<file path="src/rtl/bomber_status_encoder.sv">
// Packs bomber position/lives/bombs into the 14-bit overlay status word.
// Optional macro BOMBER_STATUS_SATURATE_EN clamps out-of-range positions.
module bomber_status_encoder #(
   parameter int POS_WIDTH  = 5,
   parameter int FRAME_SYNC = 1
) (
   input  logic                 i_pclk,
   input  logic                 i_rst,
   input  logic                 i_valid,
   output logic                 o_ready,
   input  logic [POS_WIDTH-1:0] i_pos_x,
   input  logic [POS_WIDTH-1:0] i_pos_y,
   input  logic [1:0]           i_lives,
   input  logic [1:0]           i_bombs,
   input  logic                 i_vsync,
   output logic [13:0]          o_axi_data,
   output logic                 o_update,
   output logic                 o_err
);

   localparam logic [1:0] S_IDLE   = 2'd0;
   localparam logic [1:0] S_CONV_X = 2'd1;
   localparam logic [1:0] S_CONV_Y = 2'd2;
   localparam logic [1:0] S_PEND   = 2'd3;

   localparam logic [POS_WIDTH-1:0] TEN     = POS_WIDTH'(10);
   localparam logic [POS_WIDTH-1:0] MAX_POS = POS_WIDTH'(19);

   logic [1:0]           state_q, state_d;
   logic [POS_WIDTH-1:0] rem_x_q, rem_x_d;
   logic [POS_WIDTH-1:0] rem_y_q, rem_y_d;
   logic                 tens_x_q, tens_x_d;
   logic                 tens_y_q, tens_y_d;
   logic [3:0]           ones_x_q, ones_x_d;
   logic [3:0]           ones_y_q, ones_y_d;
   logic [1:0]           lives_q, lives_d;
   logic [1:0]           bombs_q, bombs_d;
   logic                 vsync_q, vsync_d;
   logic [13:0]          word_q, word_d;
   logic                 pub_q, pub_d;
   logic [13:0]          data_q, data_d;
   logic                 update_q, update_d;
   logic                 err_q, err_d;

   logic accept;
   logic oor_x;
   logic oor_y;
   logic vsync_rise;

   // Ready also stays low while the published word drains out of the
   // two-flop output stage, so a new accept never overlaps an update.
   assign o_ready    = (state_q == S_IDLE) && !i_rst && !pub_q && !update_q;
   assign accept     = i_valid && o_ready;
   assign oor_x      = i_pos_x > MAX_POS;
   assign oor_y      = i_pos_y > MAX_POS;
   assign vsync_rise = i_vsync && !vsync_q;

   assign o_axi_data = data_q;
   assign o_update   = update_q;
   assign o_err      = err_q;

   always_comb begin
      state_d  = state_q;
      rem_x_d  = rem_x_q;
      rem_y_d  = rem_y_q;
      tens_x_d = tens_x_q;
      tens_y_d = tens_y_q;
      ones_x_d = ones_x_q;
      ones_y_d = ones_y_q;
      lives_d  = lives_q;
      bombs_d  = bombs_q;
      vsync_d  = i_vsync;
      word_d   = word_q;
      pub_d    = 1'b0;
      update_d = pub_q;
      data_d   = pub_q ? word_q : data_q;
      err_d    = 1'b0;

      case (state_q)
         S_IDLE: begin
            if (accept) begin
`ifdef BOMBER_STATUS_SATURATE_EN
               rem_x_d  = oor_x ? MAX_POS : i_pos_x;
               rem_y_d  = oor_y ? MAX_POS : i_pos_y;
               tens_x_d = 1'b0;
               tens_y_d = 1'b0;
               lives_d  = i_lives;
               bombs_d  = i_bombs;
               state_d  = S_CONV_X;
`else
               if (oor_x || oor_y) begin
                  err_d = 1'b1;
               end else begin
                  rem_x_d  = i_pos_x;
                  rem_y_d  = i_pos_y;
                  tens_x_d = 1'b0;
                  tens_y_d = 1'b0;
                  lives_d  = i_lives;
                  bombs_d  = i_bombs;
                  state_d  = S_CONV_X;
               end
`endif
            end
         end
         S_CONV_X: begin
            if (rem_x_q >= TEN) begin
               rem_x_d  = rem_x_q - TEN;
               tens_x_d = 1'b1;
            end else begin
               ones_x_d = rem_x_q[3:0];
               state_d  = S_CONV_Y;
            end
         end
         S_CONV_Y: begin
            if (rem_y_q >= TEN) begin
               rem_y_d  = rem_y_q - TEN;
               tens_y_d = 1'b1;
            end else begin
               ones_y_d = rem_y_q[3:0];
               state_d  = S_PEND;
            end
         end
         S_PEND: begin
            if (FRAME_SYNC == 0 || vsync_rise) begin
               word_d  = {bombs_q, lives_q, ones_y_q, tens_y_q,
                          ones_x_q, tens_x_q};
               pub_d   = 1'b1;
               state_d = S_IDLE;
            end
         end
         default: state_d = S_IDLE;
      endcase
   end

   always_ff @(posedge i_pclk) begin
      if (i_rst) begin
         state_q  <= S_IDLE;
         rem_x_q  <= '0;
         rem_y_q  <= '0;
         tens_x_q <= 1'b0;
         tens_y_q <= 1'b0;
         ones_x_q <= 4'd0;
         ones_y_q <= 4'd0;
         lives_q  <= 2'd0;
         bombs_q  <= 2'd0;
         vsync_q  <= 1'b0;
         word_q   <= 14'h0000;
         pub_q    <= 1'b0;
         data_q   <= 14'h0000;
         update_q <= 1'b0;
         err_q    <= 1'b0;
      end else begin
         state_q  <= state_d;
         rem_x_q  <= rem_x_d;
         rem_y_q  <= rem_y_d;
         tens_x_q <= tens_x_d;
         tens_y_q <= tens_y_d;
         ones_x_q <= ones_x_d;
         ones_y_q <= ones_y_d;
         lives_q  <= lives_d;
         bombs_q  <= bombs_d;
         vsync_q  <= vsync_d;
         word_q   <= word_d;
         pub_q    <= pub_d;
         data_q   <= data_d;
         update_q <= update_d;
         err_q    <= err_d;
      end
   end

endmodule

</file>
<file path="config.mk">
export PLATFORM = sky130hd
export DESIGN_NAME = bomber_status_encoder
export DESIGN_NICKNAME = d
export VERILOG_FILES = /design/src/rtl/bomber_status_encoder.sv
export SDC_FILE = /design/constraint.sdc
export NUM_CORES = 1
export LEC_CHECK = 0
export BUFFER_PORTS_ARGS = -buffer_cell sky130_fd_sc_hd__buf_2
export CAP_MARGIN = 20
export CELL_PAD_IN_SITES_DETAIL_PLACEMENT = 1
export CELL_PAD_IN_SITES_GLOBAL_PLACEMENT = 2
export CORE_AREA = 2 2 99 82
export DETAILED_ROUTE_END_ITERATION = 10
export DIE_AREA = 0 0 101 84
export GPL_ROUTABILITY_DRIVEN = 1
export PLACE_DENSITY_LB_ADDON = 0.1
export SYNTH_ARGS = -nofsm -noshare
export SYNTH_HDL_FRONTEND = slang
export SYNTH_SLANG_ARGS = --single-unit
export TNS_END_PERCENT = 5
</file>
<file path="constraint.sdc">
create_clock -name i_pclk -period 2.3 [get_ports i_pclk]
set_input_delay 0.23 -clock i_pclk [delete_from_list [all_inputs] [get_ports i_pclk]]
set_output_delay 0.23 -clock i_pclk [all_outputs]
set_load 0.005 [all_outputs]
</file>
==> out/results.tsv, run 1 <==
stage	metric	value	unit
setup_path	crit_chain	inv_1 -> ha_1 -> nor4b_4 -> buf_4 -> a41oi_1 -> or4_1 -> o31ai_1	
yosys	synth_nets	305	
sta	timing.final.crit_share	91.56	%
setup_path	cpPeakStageDelay	0.54	ns
place	io_buffers	34	
yosys	netlist_instances	279	
setup_path	cp-end-kind	flop	
die	dieArea	8484	µm²
routing	avgViaCountPerCell	5.000	
power	p_comb_share	25.9	%
routing	drt_iter0_markers	48	
clock_tree	clkTransAtPathRegs	0.07	ns
routing	vias	2090	
worst_hold_path	worstHoldPathType	in -> reg	
grt	grt_pass1_vias	2125	
yosys	yosysSeqAreaShare	45.60	%
die	io_pins	35	
routing	final_antenna_net_count	0	
place	gp_congestion	0.6986	
grt	grt_max_degree	59	
cells_and_area	drive_gt1_share	20.31	%
setup_path	worstPathRequired	2.55	ns
clock_tree	cts_tree	yes	
setup_path	slowest_stage	or4_1	
power	power_switching	0.0008367	W
clock_tree	cts_buffer_depth	2	
sta	relSlewSlack	55.42	%
sta	final_hold_viol_count	0	
power	seqPwrFrac	42.8	%
die	coreArea	7620	µm²
setup_path	startpoint_type	flop	
routing	drcViolationCount	0	
power	power.density	865.7	nW/µm²
clock_tree	htreeDepth	3	
sta	setup_viol	0	
die	die_w	101	µm
clock_tree	cts-buffers-inserted	9	
sta	slew_violations	0	
place	place_ws	0.07232	ns
setup_path	cp_top_family	simple AND/OR/NAND/NOR gates	
cells_and_area	layout_commonest_cell	dfxtp_1	
sta	tns	0	ns
cells_and_area	layout_common_cells	58 x dfxtp_1, 40 x nand2_1, 34 x buf_2	
sta	finalCriticalPeriod	2.106	ns
grt	antenna_found_initial	0	
setup_path	worstPathArrival	2.35	ns
clock_tree	cts.sinks	58	
sta	holdWs	0.1228	ns
sta	finClkSkew	0.006763	ns
routing	drtPass1Iterations	4	
routing	routed_wl	6.434	mm
clock_tree	root_buffer	clkbuf_8	
worst_hold_path	holdPathStages	2	
sta	rsz0062_at_grt	false	
yosys	synth_area	2546	µm²
yosys	synth_seq_cells	58	
yosys	synth_warnings	0	
flow_run	drv_cap	0	
cells_and_area	num-nets-final	346	
yosys	syn_avg_cell_area	9.126	µm²
sta	setup_slack	0.1941	ns
cells_and_area	layout.cells.non_filler	418	
sta	timing.fmax	0.4748	GHz
power	pwr-share-clk	31.3	%
setup_path	cp.buffers_inverters	2	
grt	grt_first_pass_wirelength	10.79	mm
routing	wl_per_cell	15.39	µm
setup_path	crit_path_max_fanout	8	
place	place_inst	401	
sta	tightestPinTransition	0.6643	ns
cells_and_area	area_growth	18.87	%
setup_path	reg2reg_depth	7	
clock_tree	worstSkewPairLatency	0.34	ns
run_status	status	finished, final reports clean	
grt	gr-total-overflow	0	
cells_and_area	final_core_util	39.72	%
grt	grt_use_total	16.55	%
yosys	synth_cell_types	40	
die	start_util	33.42	%
yosys	synth_flop_cell	dfxtp_1	
power	internal-power	0.001783	W
power	cellLeakagePower	1.154	nW
cells_and_area	antennaDiodeCount	0	
setup_path	cp_num_cells	7	
clock_tree	hold_buffers	0	
die	die_h	84	µm
place	hpwl	4.534	mm
yosys	synth-async-reset-ratio	0	%
die	rows	29	
setup_path	criticalPathCategory	reg -> reg	
yosys	synth_edf_count	0	
power	peakVddDrop	0.0002836	V
power	swShare	31.93	%
[metrics by stage]
| stage | total power (W) | area (µm²) |
|---|---|---|
| after floorplan | 0.001611 | 2546 |
| after global placement | 0.001807 | 2840 |
| after detailed placement | 0.001817 | 2840 |
| after CTS | 0.002656 | 3012 |
| after global routing | 0.002805 | 3027 |
| final | 0.002620 | 3027 |
[power by group through the flow]
stage	registers (W)	clock network, W	logic, W
after floorplan	0.00112	0	0.000489
after global placement	0.00114	0	0.000666
after detailed placement	0.00115	0	0.000672
after CTS	0.00112	0.000857	0.000677
after global routing	0.00113	0.000910	0.000762
final	0.00112	0.000820	0.000678
[logic make-up after synthesis]
kind of cell             Yosys count  synth area share, %
AND/OR/NAND/NOR                  100                19.66
flip-flops                        58                45.60
AO/OA/AOI/OAI                     56                14.45
multiplexers                      31                12.24
buffers and inverters             26                4.128
adder cells (fa/ha/maj)            8                3.931
[final cells by class]
type,instances,area (µm²)
clock buffer,11,141.4
clock inverter,5,30.03
fill,911,4593
inverter,12,45.04
multi-input combinational,195,1287
sequential,58,1161
tap,93,116.4
timing repair buffer,44,245.2
[sequential cells by signal (all words and copies together) (netlist names)]
| signal | cells |
|---|---|
| rem_y_q | 5 |
| ones_y_q | 4 |
| tens_x_q | 1 |
| tens_y_q | 1 |
| o_update | 1 |
| lives_q | 2 |
| bombs_q | 2 |
| o_axi_data | 14 |
| word_q | 14 |
| o_err | 1 |
| state_q | 2 |
| ones_x_q | 4 |
| vsync_q | 1 |
| pub_q | 1 |
| rem_x_q | 5 |
[what timing repair did]
item,CTS,global route
setup endpoints to repair,0,7
buffers inserted,0,1
gates resized for setup,0,1
endpoints found under the hold margin,0,0
[path summary, 6_finish.rpt]
check / start / end / slack [ns]
setup / recovery: state_q[0] / rem_y_q[1] / 0.19
hold / removal: i_vsync / vsync_q / 0.12
setup reg to reg: state_q[0] / rem_y_q[1] / 0.19
hold reg to reg: lives_q[1] / word_q[11] / 0.45
[Yosys cell counts (2+ instances only)]
cell type,n,area (µm²)
a32o_1,2,20.02
nor3_1,2,10.01
buf_1,3,11.26
nor2_1,32,120.1
nor4b_2,2,30.03
nand2_1,40,150.1
inv_1,12,45.04
a21boi_0,2,15.01
o21a_1,4,30.03
o21ai_1,2,10.01
o21ai_0,4,20.02
nand4_1,3,18.77
or4_1,3,22.52
mux2i_1,30,300.3
a21oi_1,24,120.1
clkbuf_1,10,37.54
nor2b_1,6,37.54
nand3b_1,2,15.01
o31ai_1,4,30.03
ha_1,8,100.1
nor3b_1,3,22.52
nor4bb_1,2,20.02
a41oi_1,3,26.28
o21bai_1,2,15.01
dfxtp_1,58,1161
a211oi_1,2,15.01
[per-layer routing]
layer / track usage [%] / routed length (µm)
met4: 5.897 / 91
met5: 0 / 0
met2: 25.27 / 2944
met3: 4.774 / 162
met1: 22.20 / 3235
No activity file was read; power rests on OpenSTA's default activity.
==> run 2, diff against run 1 <==
- CORE_AREA: 2 2 99 82 -> 2 2 105 87
- DIE_AREA: 0 0 101 84 -> 0 0 107 89
- clock period: 2.3 -> 1.8 ns (I/O delays scaled with it)
==> run 2 against run 1 <==
Compared with the run above: critical path depth decreased by 1; sequential share of layout area decreased by 3.0 points; sequential cell count stayed put; largest power group unchanged; hold slack got worse by 0.047 ns; critical path type unchanged; wire length grew 5.6%; first-iteration DRC count is 8.3% lower.
==> out/results.tsv, run 2 (synthesis results as in run 1) <==
stage	metric	value	unit
setup_path	worstPathRequired	2.07	ns
die	die_h	89	µm
cells_and_area	layout_commonest_cell	dfxtp_1	
grt	grt_pass1_vias	2175	
setup_path	timing.rr.start	rem_y_q[1]	
clock_tree	hold_buffers	0	
power	pwr-share-clk	32.2	%
clock_tree	cts-buffers-inserted	9	
sta	relSlewSlack	69.09	%
power	p_comb_share	29.7	%
clock_tree	worstSkewPairLatency	0.34	ns
setup_path	crit_chain	inv_1 -> ha_1 -> nor2b_2 -> o31ai_1 -> or4_1 -> a31oi_1	
die	coreArea	8371	µm²
routing	drtPass1Iterations	4	
sta	timing.fmax	0.5820	GHz
die	start_util	30.42	%
cells_and_area	drive_gt1_share	28.78	%
power	power.density	1138	nW/µm²
setup_path	r2r_end	rem_y_q[4]	
setup_path	startpoint_type	flop	
die	io_pins	35	
grt	antenna_found_initial	0	
clock_tree	htreeDepth	3	
setup_path	slowest_stage	or4_1	
clock_tree	root_buffer	clkbuf_8	
worst_hold_path	worstHoldPathType	in -> reg	
routing	vias	2175	
sta	finalCriticalPeriod	1.718	ns
die	dieArea	9523	µm²
power	swShare	30.95	%
clock_tree	cts_tree	yes	
run_status	status	finished, final reports clean	
routing	routed_wl	6.793	mm
sta	slew_violations	0	
sta	tightestPinTransition	0.4606	ns
setup_path	crit_start	rem_y_q[1]	
clock_tree	clkTransAtPathRegs	0.07	ns
die	die_w	107	µm
grt	grt_use_total	15.49	%
cells_and_area	antennaDiodeCount	0	
cells_and_area	num-nets-final	365	
setup_path	ff2ff_setup_slack	0.08	ns
place	io_buffers	34	
flow_run	drv_cap	0	
cells_and_area	layout_common_cells	55 x dfxtp_1, 40 x nand2_1, 34 x buf_2	
setup_path	cp-end-kind	flop	
cells_and_area	finalInstanceArea	3298	µm²
routing	final_antenna_net_count	0	
place	gp_congestion	0.7639	
setup_path	crit_path_max_fanout	3	
routing	wl_per_cell	14.90	µm
setup_path	cpPeakStageDelay	0.51	ns
setup_path	criticalPathCategory	reg -> reg	
die	rows	30	
clock_tree	cts_buffer_depth	2	
grt	gr-total-overflow	0	
place	place_area	3034	µm²
cells_and_area	area_growth	29.53	%
power	internal-power	0.002593	W
setup_path	cp_num_cells	6	
setup_path	cp-endpoint	rem_y_q[4]	
routing	avgViaCountPerCell	4.770	
sta	rsz0062_at_grt	true	
setup_path	cp_top_family	simple AND/OR/NAND/NOR gates	
sta	timing.final.crit_share	95.45	%
sta	finClkSkew	0.009828	ns
clock_tree	cts_setup_buffers	0	
grt	grt_max_degree	36	
routing	drcViolationCount	0	
clock_tree	cts.sinks	58	
power	peakVddDrop	0.0004076	V
place	place_inst	440	
setup_path	cp.buffers_inverters	1	
cells_and_area	nFillCells	989	
setup_path	reg2reg_depth	6	
cells_and_area	layout.cells.non_filler	456	
routing	drt_iter0_markers	44	
power	seqPwrFrac	38.2	%
power	power_switching	0.001162	W
sta	final_hold_viol_count	0	
power	cellLeakagePower	1.274	nW
sta	setup_viol	0	
setup_path	worstPathArrival	1.99	ns
grt	grt_first_pass_wirelength	11.20	mm
place	hpwl	4.874	mm
==> run 2: cell count changes in the layout (fill, tap and decap cells not counted), sizes merged <==
cell,before,now
buf,44,63
bufinv,0,1
clkinv,3,4
clkinvlp,2,0
==> run 2: layout make-up <==
class	instances	area, µm²	area share [%]
clock inverters	5	53.80	1.631
repair buffers	63	395.4	11.99
inverters	12	47.55	1.442
flip-flops and latches	58	1165	35.32
clock buffers	11	141.4	4.287
multi-input cells	195	1355	41.09
well taps	112	140.1	4.249
==> run 2: metal layers <==
layer | wire, µm | vias up | global-route usage [%]
li1 | - | 1102 | -
met1 | 3544 | 1032 | 21.07
met2 | 2937 | 31 | 23.68
met3 | 211 | 10 | 4.082
met4 | 100 | 0 | 6.021
met5 | 0 | - | 0
==> run 2: how the worst min path moves through the flow <==
stage	endpoint	start	cells after the start	slack (ns)
final	bombs_q[1]	i_bombs[1]	3	0.08
after global routing	bombs_q[1]	i_bombs[1]	3	0.06
after CTS	bombs_q[1]	i_bombs[1]	3	0.05
after detailed placement	bombs_q[1]	i_bombs[1]	3	0.43
after global placement	vsync_q	i_vsync	2	0.42
after floorplan	o_err	i_valid	2	0.30
==> run 2: worst min-delay path: stages <==
cell	delay (ns)
buf_2	0.09
nand2_1	0.05
a21oi_1	0.05
==> run 2: timing repair <==
item / in CTS / in global routing
pin swaps: 0 / 2
setup endpoints to repair: 1 / 23
gates resized for setup: 1 / 16
==> run 2: stage by stage <==
step           setup TNS [ns]  worst slack (ns)  power [W]  hold slack [ns]  util [%]
2_1_floorplan        -0.07883          -0.03809   0.002088           0.2961         -
3_3_place_gp                0           0.03237   0.002507           0.4171     36.25
3_5_place_dp                0           0.01462   0.002509           0.4290     36.25
4_1_cts                     0           0.01178   0.003757          0.05298     38.61
5_1_grt               -0.2067          -0.04868   0.004013          0.06131     39.40
6_report                    0           0.08188   0.003755          0.07564     39.40
==> run 2: power by group through the flow <==
stage / sequential (W) / combinational [W] / clock [W]
2_1_floorplan: 0.00144 / 0.000651 / 0
3_3_place_gp: 0.00145 / 0.00106 / 0
3_5_place_dp: 0.00145 / 0.00106 / 0
4_1_cts: 0.00142 / 0.00106 / 0.00127
5_1_grt: 0.00144 / 0.00125 / 0.00132
6_report: 0.00143 / 0.00111 / 0.00121
==> run 3, diff against run 2 <==
==> constraint.sdc (replaced) <==
create_clock -name i_pclk -period 1.8 [get_ports i_pclk]
set_input_delay 0.18 -clock i_pclk [delete_from_list [all_inputs] [get_ports i_pclk]]
set_output_delay 0.18 -clock i_pclk [all_outputs]
set_load 0.05 [all_outputs]
==> run 3 against run 2 <==
Compared with the run above: clock skew is 0.0033 ns lower; die area stayed put; combinational power hardly changed; hold slack worse by 0.0021 ns; critical path depth is 1 higher.
==> out/results.tsv, run 3 (synthesis results as in run 1) <==
stage	metric	value	unit
place	hpwl	4.787	mm
sta	rsz0062_at_grt	true	
grt	grt_use_total	15.25	%
setup_path	startpoint_type	flop	
cells_and_area	area_growth	28.89	%
cells_and_area	finalInstanceArea	3282	µm²
power	power_switching	0.001170	W
die	die_h	89	µm
grt	grt_first_pass_wirelength	11.01	mm
power	pwr-share-clk	36.0	%
power	cellLeakagePower	1.252	nW
worst_hold_path	worstHoldPathType	in -> reg	
grt	gr-total-overflow	0	
setup_path	ff2ff_setup_slack	0.03	ns
routing	avgViaCountPerCell	4.736	
cells_and_area	antennaDiodeCount	0	
run_status	status	finished, final reports clean	
sta	setup_viol	0	
place	gp_congestion	0.7698	
die	dieArea	9523	µm²
die	die_w	107	µm
setup_path	criticalPathCategory	reg -> reg	
flow_run	drv_cap	0	
place	io_buffers	34	
sta	finClkSkew	0.006485	ns
clock_tree	root_buffer	clkbuf_8	
clock_tree	cts_setup_buffers	0	
routing	vias	2131	
clock_tree	htreeDepth	3	
sta	tightestPinTransition	0.4643	ns
sta	tns	0	ns
setup_path	reg2reg_depth	7	
sta	final_hold_viol_count	0	
clock_tree	clkTransAtPathRegs	0.07	ns
grt	met3_usage	4.227	%
routing	drtPass1Iterations	4	
power	p_comb_share	27.7	%
cells_and_area	layout_common_cells	53 x dfxtp_1, 40 x nand2_1, 34 x buf_2	
sta	slew_violations	0	
clock_tree	worstSkewPairLatency	0.34	ns
die	start_util	30.42	%
power	peakVddDrop	0.0004406	V
sta	relSlewSlack	69.04	%
routing	routed_wl	6.627	mm
power	seqPwrFrac	36.3	%
cells_and_area	num-nets-final	359	
grt	grt.busiest_layer	met2	
power	internal-power	0.002770	W
setup_path	worstPathArrival	2.01	ns
setup_path	crit_path_max_fanout	8	
clock_tree	cts_tree	yes	
power	finalPower	0.003940	W
grt	antenna_found_initial	0	
worst_hold_path	holdPathStages	3	
die	rows	30	
place	place_area	3000	µm²
routing	wl_per_cell	14.73	µm
sta	timing.fmax	0.5661	GHz
routing	drt_iter0_markers	54	
clock_tree	cts.sinks	58	
power	power.density	1201	nW/µm²
clock_tree	hold_buffers	0	
clock_tree	cts_buffer_depth	2	
cells_and_area	layout_commonest_cell	dfxtp_1	
grt	grt_use_met2	23.80	%
setup_path	worstPathRequired	2.05	ns
cells_and_area	drive_gt1_share	27.51	%
sta	finalCriticalPeriod	1.766	ns
setup_path	cp-end-kind	flop	
die	coreArea	8371	µm²
grt	grt_pass1_vias	2126	
routing	drcViolationCount	0	
die	io_pins	35	
sta	timing.final.crit_share	98.13	%
grt	use_met1	20.60	%
cells_and_area	final_core_util	39.21	%
clock_tree	cts-buffers-inserted	9	
routing	final_antenna_net_count	0	
power	swShare	29.70	%
grt	grt_max_degree	43	
-- run 3: changes by cell type in the layout (fill, tap and decap cells not counted), sizes merged --
cell	before	now
bufinv	1	2
clkinvlp	0	1
clkbuf	11	12
clkinv	4	1
buf	63	57
-- run 3: critical path, stage by stage, from the launching register on --
cell and delay, ns:
dfxtp_2 0.35, inv_2 0.09, ha_4 0.13, nor4b_4 0.19
buf_6 0.17, a41oi_2 0.18, or4_1 0.50, o31ai_1 0.08
-- run 3: layout make-up --
class	instances	area, µm²
clock buffer	12	165.2
clock inverter	4	72.57
fill	983	5089
inverter	12	45.04
multi-input combinational	195	1341
sequential	58	1167
tap	112	140.1
timing repair buffer	57	350.3
-- run 3: through the flow --
stage               hold WS, ns  std cells  setup slack, ns
detailed placement       0.4215        434         -0.02709
floorplan                0.2961        279          -0.5009
global route            0.07354        450         -0.08560
finish                  0.07355        450          0.03367
global placement         0.4120        434         -0.02300
CTS                     0.05840        450          0.01288
-- run 3: layer usage --
metal	part of all wire, %	up-vias
met5	0	-
met4	1.3	0
met3	3.8	9
met2	43	38
met1	52	1006
li1	-	1078
-- run 3: worst paths after layout --
path / startpoint / endpoint
worst max register to register: state_q[1] / rem_y_q[2]
worst min register to register: bombs_q[0] / word_q[12]
worst max-delay path: state_q[1] / rem_y_q[2]
worst min-delay path: i_bombs[0] / bombs_q[0]
-- run 3: power groups by stage --
stage / Sequential (W) / Clock [W] / Combinational (W)
after floorplan: 0.00145 / 0 / 0.000682
after global placement: 0.00145 / 0 / 0.00105
after detailed placement: 0.00146 / 0 / 0.00105
after CTS: 0.00143 / 0.00147 / 0.00106
after global routing: 0.00144 / 0.00151 / 0.00121
final: 0.00143 / 0.00142 / 0.00109
-- run 3: timing repair --
action                                 4_1_cts  5_1_grt
gates resized for setup                      1       10
setup endpoints to repair                    1       21
endpoints found under the hold margin        0        0
